<file path="src/rtl/seg_scan_ctrl.sv">
`timescale 1ns/1ps
`default_nettype none
// ============================================================================
// Module   : seg_scan_ctrl
// Purpose  : Multiplexes NUM_DIGITS BCD digits onto one shared seven-segment
//            decoder, with frame-aligned shadow loading and digit blanking.
// Revision : 1.0 - initial release
// ============================================================================
module seg_scan_ctrl #(
    parameter int NUM_DIGITS   = 4,
    parameter int REFRESH_DIV  = 1000,
    parameter int BLANK_CYCLES = 2
) (
    input  logic                    clk,
    input  logic                    rst,
    input  logic                    enable,
    input  logic                    common_anode,
    input  logic                    lz_en,
    input  logic                    load_valid,
    output logic                    load_ready,
    input  logic [4*NUM_DIGITS-1:0] load_data,
    output logic                    A,
    output logic                    B,
    output logic                    C,
    output logic                    D,
    output logic                    E,
    output logic                    CC,
    output logic                    CA,
    output logic [NUM_DIGITS-1:0]   dig_sel,
    output logic                    bcd_err
);

    localparam int c_DW   = 4 * NUM_DIGITS;
    localparam int c_KW   = (NUM_DIGITS > 1) ? $clog2(NUM_DIGITS) : 1;
    localparam int c_CMAX = (REFRESH_DIV > BLANK_CYCLES) ? REFRESH_DIV : BLANK_CYCLES;
    localparam int c_CW   = $clog2(c_CMAX);

    localparam logic [c_KW-1:0]       c_K_LAST     = c_KW'(NUM_DIGITS - 1);
    localparam logic [c_CW-1:0]       c_BLANK_LAST = c_CW'(BLANK_CYCLES - 1);
    localparam logic [c_CW-1:0]       c_SHOW_LAST  = c_CW'(REFRESH_DIV - 1);
    localparam logic [NUM_DIGITS-1:0] c_ONE        = NUM_DIGITS'(1);

    typedef enum logic [1:0] {
        S_IDLE  = 2'd0,
        S_BLANK = 2'd1,
        S_SHOW  = 2'd2
    } state_t;

    state_t                r_state;
    logic [c_KW-1:0]       r_k;
    logic [c_CW-1:0]       r_cnt;
    logic [c_DW-1:0]       r_active;
    logic [c_DW-1:0]       r_shadow;
    logic                  r_pending;
    logic [3:0]            r_bcd;
    logic                  r_e;
    logic                  r_cc;
    logic                  r_ca;
    logic [NUM_DIGITS-1:0] r_dig_sel;
    logic                  r_bcd_err;

    logic                  w_blank_done;
    logic                  w_show_done;
    logic                  w_xfer;
    logic                  w_frame_start;
    logic [c_KW-1:0]       w_k_next;
    logic [c_KW-1:0]       w_abcd_idx;
    logic [c_DW-1:0]       w_active_next;
    logic                  w_load_bad;
    logic                  w_upper_zero;
    logic                  w_suppress;
    logic [3:0]            w_digit;
    logic [3:0]            w_next_digit;
    logic [NUM_DIGITS-1:0] w_sel;

    assign w_blank_done  = (r_cnt == c_BLANK_LAST);
    assign w_show_done   = (r_cnt == c_SHOW_LAST);
    assign w_xfer        = load_valid && !r_pending;
    assign w_k_next      = (r_k == c_K_LAST) ? '0 : r_k + 1'b1;
    assign w_abcd_idx    = (r_state == S_IDLE) ? '0 : w_k_next;
    assign w_frame_start = enable && ((r_state == S_IDLE) ||
                           ((r_state == S_SHOW) && w_show_done && (r_k == c_K_LAST)));
    // The digit presented at a frame start must come from the freshly applied shadow.
    assign w_active_next = (w_frame_start && r_pending) ? r_shadow : r_active;

    always_comb begin
        w_load_bad   = 1'b0;
        w_upper_zero = 1'b1;
        w_digit      = 4'd0;
        w_next_digit = 4'd0;
        for (int i = 0; i < NUM_DIGITS; i++) begin
            if (load_data[4*i +: 4] > 4'd9) w_load_bad = 1'b1;
            if (i == int'(r_k)) w_digit = r_active[4*i +: 4];
            if (i == int'(w_abcd_idx)) w_next_digit = w_active_next[4*i +: 4];
            if ((i >= int'(r_k)) && (r_active[4*i +: 4] != 4'd0)) w_upper_zero = 1'b0;
        end
        w_suppress = (w_digit > 4'd9) || (lz_en && (r_k != '0) && w_upper_zero);
        w_sel      = w_suppress ? '0 : (c_ONE << r_k);
    end

    always_ff @(posedge clk) begin
        if (rst) begin
            r_state   <= S_IDLE;
            r_k       <= '0;
            r_cnt     <= '0;
            r_active  <= '0;
            r_shadow  <= '0;
            r_pending <= 1'b0;
            r_bcd     <= 4'd0;
            r_e       <= 1'b0;
            r_cc      <= 1'b1;
            r_ca      <= 1'b0;
            r_dig_sel <= '0;
            r_bcd_err <= 1'b0;
        end else begin
            // Transfer needs !r_pending and the shadow apply needs r_pending, so they never collide.
            if (w_xfer) begin
                r_shadow  <= load_data;
                r_pending <= 1'b1;
                if (w_load_bad) r_bcd_err <= 1'b1;
            end
            if (w_frame_start) begin
                r_cc <= ~common_anode;
                r_ca <= common_anode;
                if (r_pending) begin
                    r_active  <= r_shadow;
                    r_pending <= 1'b0;
                end
            end

            if (!enable) begin
                r_state   <= S_IDLE;
                r_k       <= '0;
                r_cnt     <= '0;
                r_bcd     <= 4'd0;
                r_e       <= 1'b0;
                r_dig_sel <= '0;
            end else begin
                case (r_state)
                    S_IDLE: begin
                        r_state   <= S_BLANK;
                        r_k       <= '0;
                        r_cnt     <= '0;
                        r_bcd     <= w_next_digit;
                        r_e       <= 1'b1;
                        r_dig_sel <= '0;
                    end
                    S_BLANK: begin
                        if (w_blank_done) begin
                            r_state   <= S_SHOW;
                            r_cnt     <= '0;
                            r_dig_sel <= w_sel;
                        end else begin
                            r_cnt <= r_cnt + 1'b1;
                        end
                    end
                    S_SHOW: begin
                        if (w_show_done) begin
                            r_state   <= S_BLANK;
                            r_cnt     <= '0;
                            r_k       <= w_k_next;
                            r_bcd     <= w_next_digit;
                            r_dig_sel <= '0;
                        end else begin
                            r_cnt     <= r_cnt + 1'b1;
                            r_dig_sel <= w_sel;
                        end
                    end
                    default: begin
                        r_state   <= S_IDLE;
                        r_k       <= '0;
                        r_cnt     <= '0;
                        r_bcd     <= 4'd0;
                        r_e       <= 1'b0;
                        r_dig_sel <= '0;
                    end
                endcase
            end
        end
    end

    assign load_ready = ~r_pending;
    assign A          = r_bcd[3];
    assign B          = r_bcd[2];
    assign C          = r_bcd[1];
    assign D          = r_bcd[0];
    assign E          = r_e;
    assign CC         = r_cc;
    assign CA         = r_ca;
    assign dig_sel    = r_dig_sel;
    assign bcd_err    = r_bcd_err;

endmodule
`default_nettype wire

</file>
<file path="config.mk">
export PLATFORM = sky130hd
export DESIGN_NAME = seg_scan_ctrl
export DESIGN_NICKNAME = d
export VERILOG_FILES = /design/src/rtl/seg_scan_ctrl.sv
export SDC_FILE = /design/constraint.sdc
export NUM_CORES = 1
export LEC_CHECK = 0
export CORE_MARGIN = 2
export CORE_UTILIZATION = 60
export CTS_BUF_LIST = sky130_fd_sc_hd__clkbuf_8
export DETAILED_ROUTE_END_ITERATION = 7
export PLACE_DENSITY = 0.91
export SYNTH_ARGS = -nofsm -noshare
export SYNTH_HDL_FRONTEND = slang
export SYNTH_SLANG_ARGS = --single-unit
export TNS_END_PERCENT = 1
</file>
<file path="constraint.sdc">
create_clock -name clk -period 5.89 [get_ports clk]
set_clock_uncertainty 0.15 [all_clocks]
set_input_delay 1.178 -clock clk [delete_from_list [all_inputs] [get_ports clk]]
set_output_delay 1.178 -clock clk [all_outputs]
set_load 0.005 [all_outputs]
</file>
==> run summary <==
======================================================================================================
Worst path max stage delay                                                                     1000 ps
Chain of cells forming the critical path                                                  clkdlybuf4s50_1, and3_1, mux2_2, o21ai_0, a22oi_1
CP max stage cell                                                                         sky130_fd_sc_hd__and3_1
Final number of max-transition violations                                                            0
Starting density of the core                                                                     0.626
Via count of the first global-routing pass                                                        2162
Vias                                                                                              2359
Crit Path Max Fanout                                                                                24
Chip Height                                                                                    71.4 um
Skew-Pair Late Insertion Delay                                                                  330 ps
Synthesis Warnings                                                                                   0
Total setup buffers inserted after CTS                                                               0
Total number of clock tree sinks                                                                    59
Drt total wl                                                                                   6030 um
Initial antenna violation count                                                                      0
Power per cell area                                                                        270 nW/um^2
R2R Path Start                                                                            r_k[0]$_SDFFE_PP0P_
Peak supply drop                                                                                214 uV
Crit. End Element                                                                             register
Final setup vio count                                                                                0
Number of CTS-inserted buffers                                                                       9
Number of synthesized register bits                                                                 59
Nature of the critical path startpoint                                                      input port
Top cells by area in the synthesized netlist                                              sky130_fd_sc_hd__dfxtp_1 (43%), sky130_fd_sc_hd__nand2_1 (6.5%), sky130_fd_sc_hd__mux2i_1 (6.2%)
Clock transition at the register clock pins on the worst setup and hold paths after CTS          70 ps
Number of distinct library cells after synthesis                                                    49
Cell family with most CP delay                                                            simple AND/OR/NAND/NOR gates
Leakage component of the power                                                                 1.21 nW
Die boundary width                                                                             71.4 um
Aggregate negative setup slack                                                                    0 ps
Synth area leader                                                                         sky130_fd_sc_hd__dfxtp_1
Remaining global-route overflow                                                                      0
Post-route antenna net violation count                                                               0
Buf/Inv on CP                                                                                        1
Highest clock frequency the design can meet                                                    299 MHz
Cell Rows                                                                                           24
Post-synth top area share                                                                        0.434
Number of remaining DRC errors                                                                       0
Vias per Instance                                                                                 5.85
Hold_buf cts                                                                                         0
Worst hold margin                                                                               304 ps
Tightest slew margin relative to the limit                                                       0.182
Layout fillers                                                                                     292
Worst path arrival time                                                                        3410 ps
Number of top-level pins                                                                            35
HPWL reported at the end of detailed placement                                                 4260 um
CORE AREA                                                                                    4350 um^2
Share of the yosys chip area belonging to registers                                              0.434
Count of final hold-check violations                                                                 0
RSZ-0062 raised after global routing                                                                no
Maximum buffer depth of the clock tree                                                               2
Status                                                                                       completed
Slew @ Worst Pin                                                                               1230 ps
Area Overhead vs Synth                                                                           20.1%
Quantity of gates resized following cts                                                              0
# nets final                                                                                       379
Data required time at the worst endpoint                                                       5960 ps
Share of layout cells above drive strength 1                                                    0.0684
Number of nets in the synthesized netlist                                                          344
Syn Std Cell Area                                                                            2720 um^2
First-pass GRT wire length                                                                     9720 um
Max-cap violations                                                                                   0
Weighted congestion at the end of routability-driven global placement                            0.807
Clock tree from TritonCTS                                                                          yes
ANT cells                                                                                            0
Root Driver                                                                               sky130_fd_sc_hd__clkbuf_8
Hold crit path type                                                                       register to register
Die Outline Area                                                                             5090 um^2
First-pass detailed-route iteration total                                                            4
Total of buffers placed on input and output ports                                                   34
Post-DR wirelength/cell                                                                        15.0 um
DR iter-0 viols                                                                                    165
Period Utilization, post-route                                                                   0.567
Crit Path Class                                                                           input port to register
Number of cells produced by synthesis                                                              311
Number of H-tree levels                                                                              3
Beginning of the worst hold path                                                          dig_sel[1]$_SDFFE_PP0P_
Critical path origin                                                                            enable
Final worst path period need                                                                   3340 ps
Total global-route track usage                                                                   0.241
Largest net degree at the start of global routing                                                   39
Average cell area after synthesis                                                            8.76 um^2
======================================================================================================
layout by cell type (no fill, tap or decap), drive strengths merged, types with 2 or more instances in the layout:
master and count:
a211o 2, a21o 3, a21oi 27, a221o 3, a22o 2, a22oi 5
a2bb2oi 4, and3 3, and4bb 2, clkbuf 11, clkdlybuf4s50 34, clkinv 3
dfxtp 59, ha 11, inv 9, mux2i 18, nand2 47, nand2b 5
nand3 9, nand4 5, nor2 40, nor2b 5, nor3 4, nor4 2
nor4b 2, o211ai 3, o21ai 7, or2 2, or3 2, xnor2 2
xor2 6
cells by family (layout without fill, tap and decap cells):
logic type	after synthesis	after routing	share of synthesized area
AND/OR/NAND/NOR	131	131	0.223
AO/OA/AOI/OAI	64	64	0.159
adder cells (fa/ha/maj)	11	11	0.0505
flip-flops	59	59	0.434
buffers and inverters	19	59	0.0363
multiplexers	19	19	0.0717
XOR/XNOR	8	8	0.0257
through the flow:
step / power (mW) / setup slack [ps] / std cells / utilization / area, um^2
2_1_floorplan: 0.486 / 3510 / 311 / - / 2720
3_3_place_gp: 0.518 / 2300 / 387 / 0.705 / 3070
3_5_place_dp: 0.520 / 2220 / 387 / 0.705 / 3070
4_1_cts: 0.887 / 2580 / 403 / 0.751 / 3270
5_1_grt: 0.914 / 2480 / 403 / 0.751 / 3270
6_report: 0.884 / 2550 / 403 / 0.751 / 3270
flip-flops by register name, summed over array words and instances (netlist names):
signal,cells
r_active,16
r_shadow,16
r_cnt,10
dig_sel,4
r_bcd,4
r_k,2
r_state,2
CA,1
CC,1
E,1
bcd_err,1
r_pending,1
final cells by class:
type                    count  area [um^2]  share of cell area
inverters                   8         30.0             0.00918
clock buffers              11          151              0.0463
multi-input cells         233         1440               0.441
repair buffers             35          348               0.106
clock inverters             5         52.6              0.0161
flip-flops and latches     59         1180               0.361
well taps                  52         65.1              0.0199
worst min-delay path: stages (launching register included):
cell and delay [ps]:
sky130_fd_sc_hd__dfxtp_1 310, sky130_fd_sc_hd__nand2_1 50, sky130_fd_sc_hd__a21oi_1 50
final timing paths:
path                                           endpoint  slack, ps  cells past startpoint
worst min register to register  dig_sel[1]$_SDFFE_PP0P_        300                      2
worst max register to register    r_bcd[3]$_SDFFE_PP0P_       2780                      7
worst max-delay path              r_bcd[3]$_SDFFE_PP0P_       2550                      5
worst min-delay path            dig_sel[1]$_SDFFE_PP0P_        300                      2
power by group:
part | switching, mW | internal [mW]
clock network | 0.155 | 0.216
registers | 0.0102 | 0.412
logic | 0.0462 | 0.0443
total | 0.212 | 0.672
routing by layer:
layer / track usage / routed length (um) / up-vias
met5: 0 / 0 / -
met4: 0.126 / 131 / 0
met3: 0.0408 / 283 / 13
met2: 0.383 / 2860 / 77
met1: 0.315 / 2750 / 1106
li1: - / - / 1163
cells in the mapped netlist, drive strengths merged:
| cell type | n |
|---|---|
| dfxtp | 59 |
| nand2 | 47 |
| nor2 | 40 |
| a21oi | 27 |
| mux2i | 18 |
| ha | 11 |
| nand3 | 9 |
| inv | 8 |
| clkbuf | 7 |
| o21ai | 7 |
| xor2 | 6 |
| a22oi | 5 |
| nand2b | 5 |
| nand4 | 5 |
| nor2b | 5 |
| a2bb2oi | 4 |
| buf | 4 |
| nor3 | 4 |
| a21o | 3 |
| a221o | 3 |
| and3 | 3 |
| o211ai | 3 |
| a211o | 2 |
| a22o | 2 |
| and4bb | 2 |
| nor4 | 2 |
| nor4b | 2 |
| or2 | 2 |
| or3 | 2 |
| xnor2 | 2 |
| a211oi | 1 |
| a31oi | 1 |
| a41o | 1 |
| a41oi | 1 |
| and2 | 1 |
| and4 | 1 |
| mux2 | 1 |
| nand4b | 1 |
| o21a | 1 |
| o21bai | 1 |
| o221ai | 1 |
| o31ai | 1 |
No activity file was read; power rests on OpenSTA's default activity.
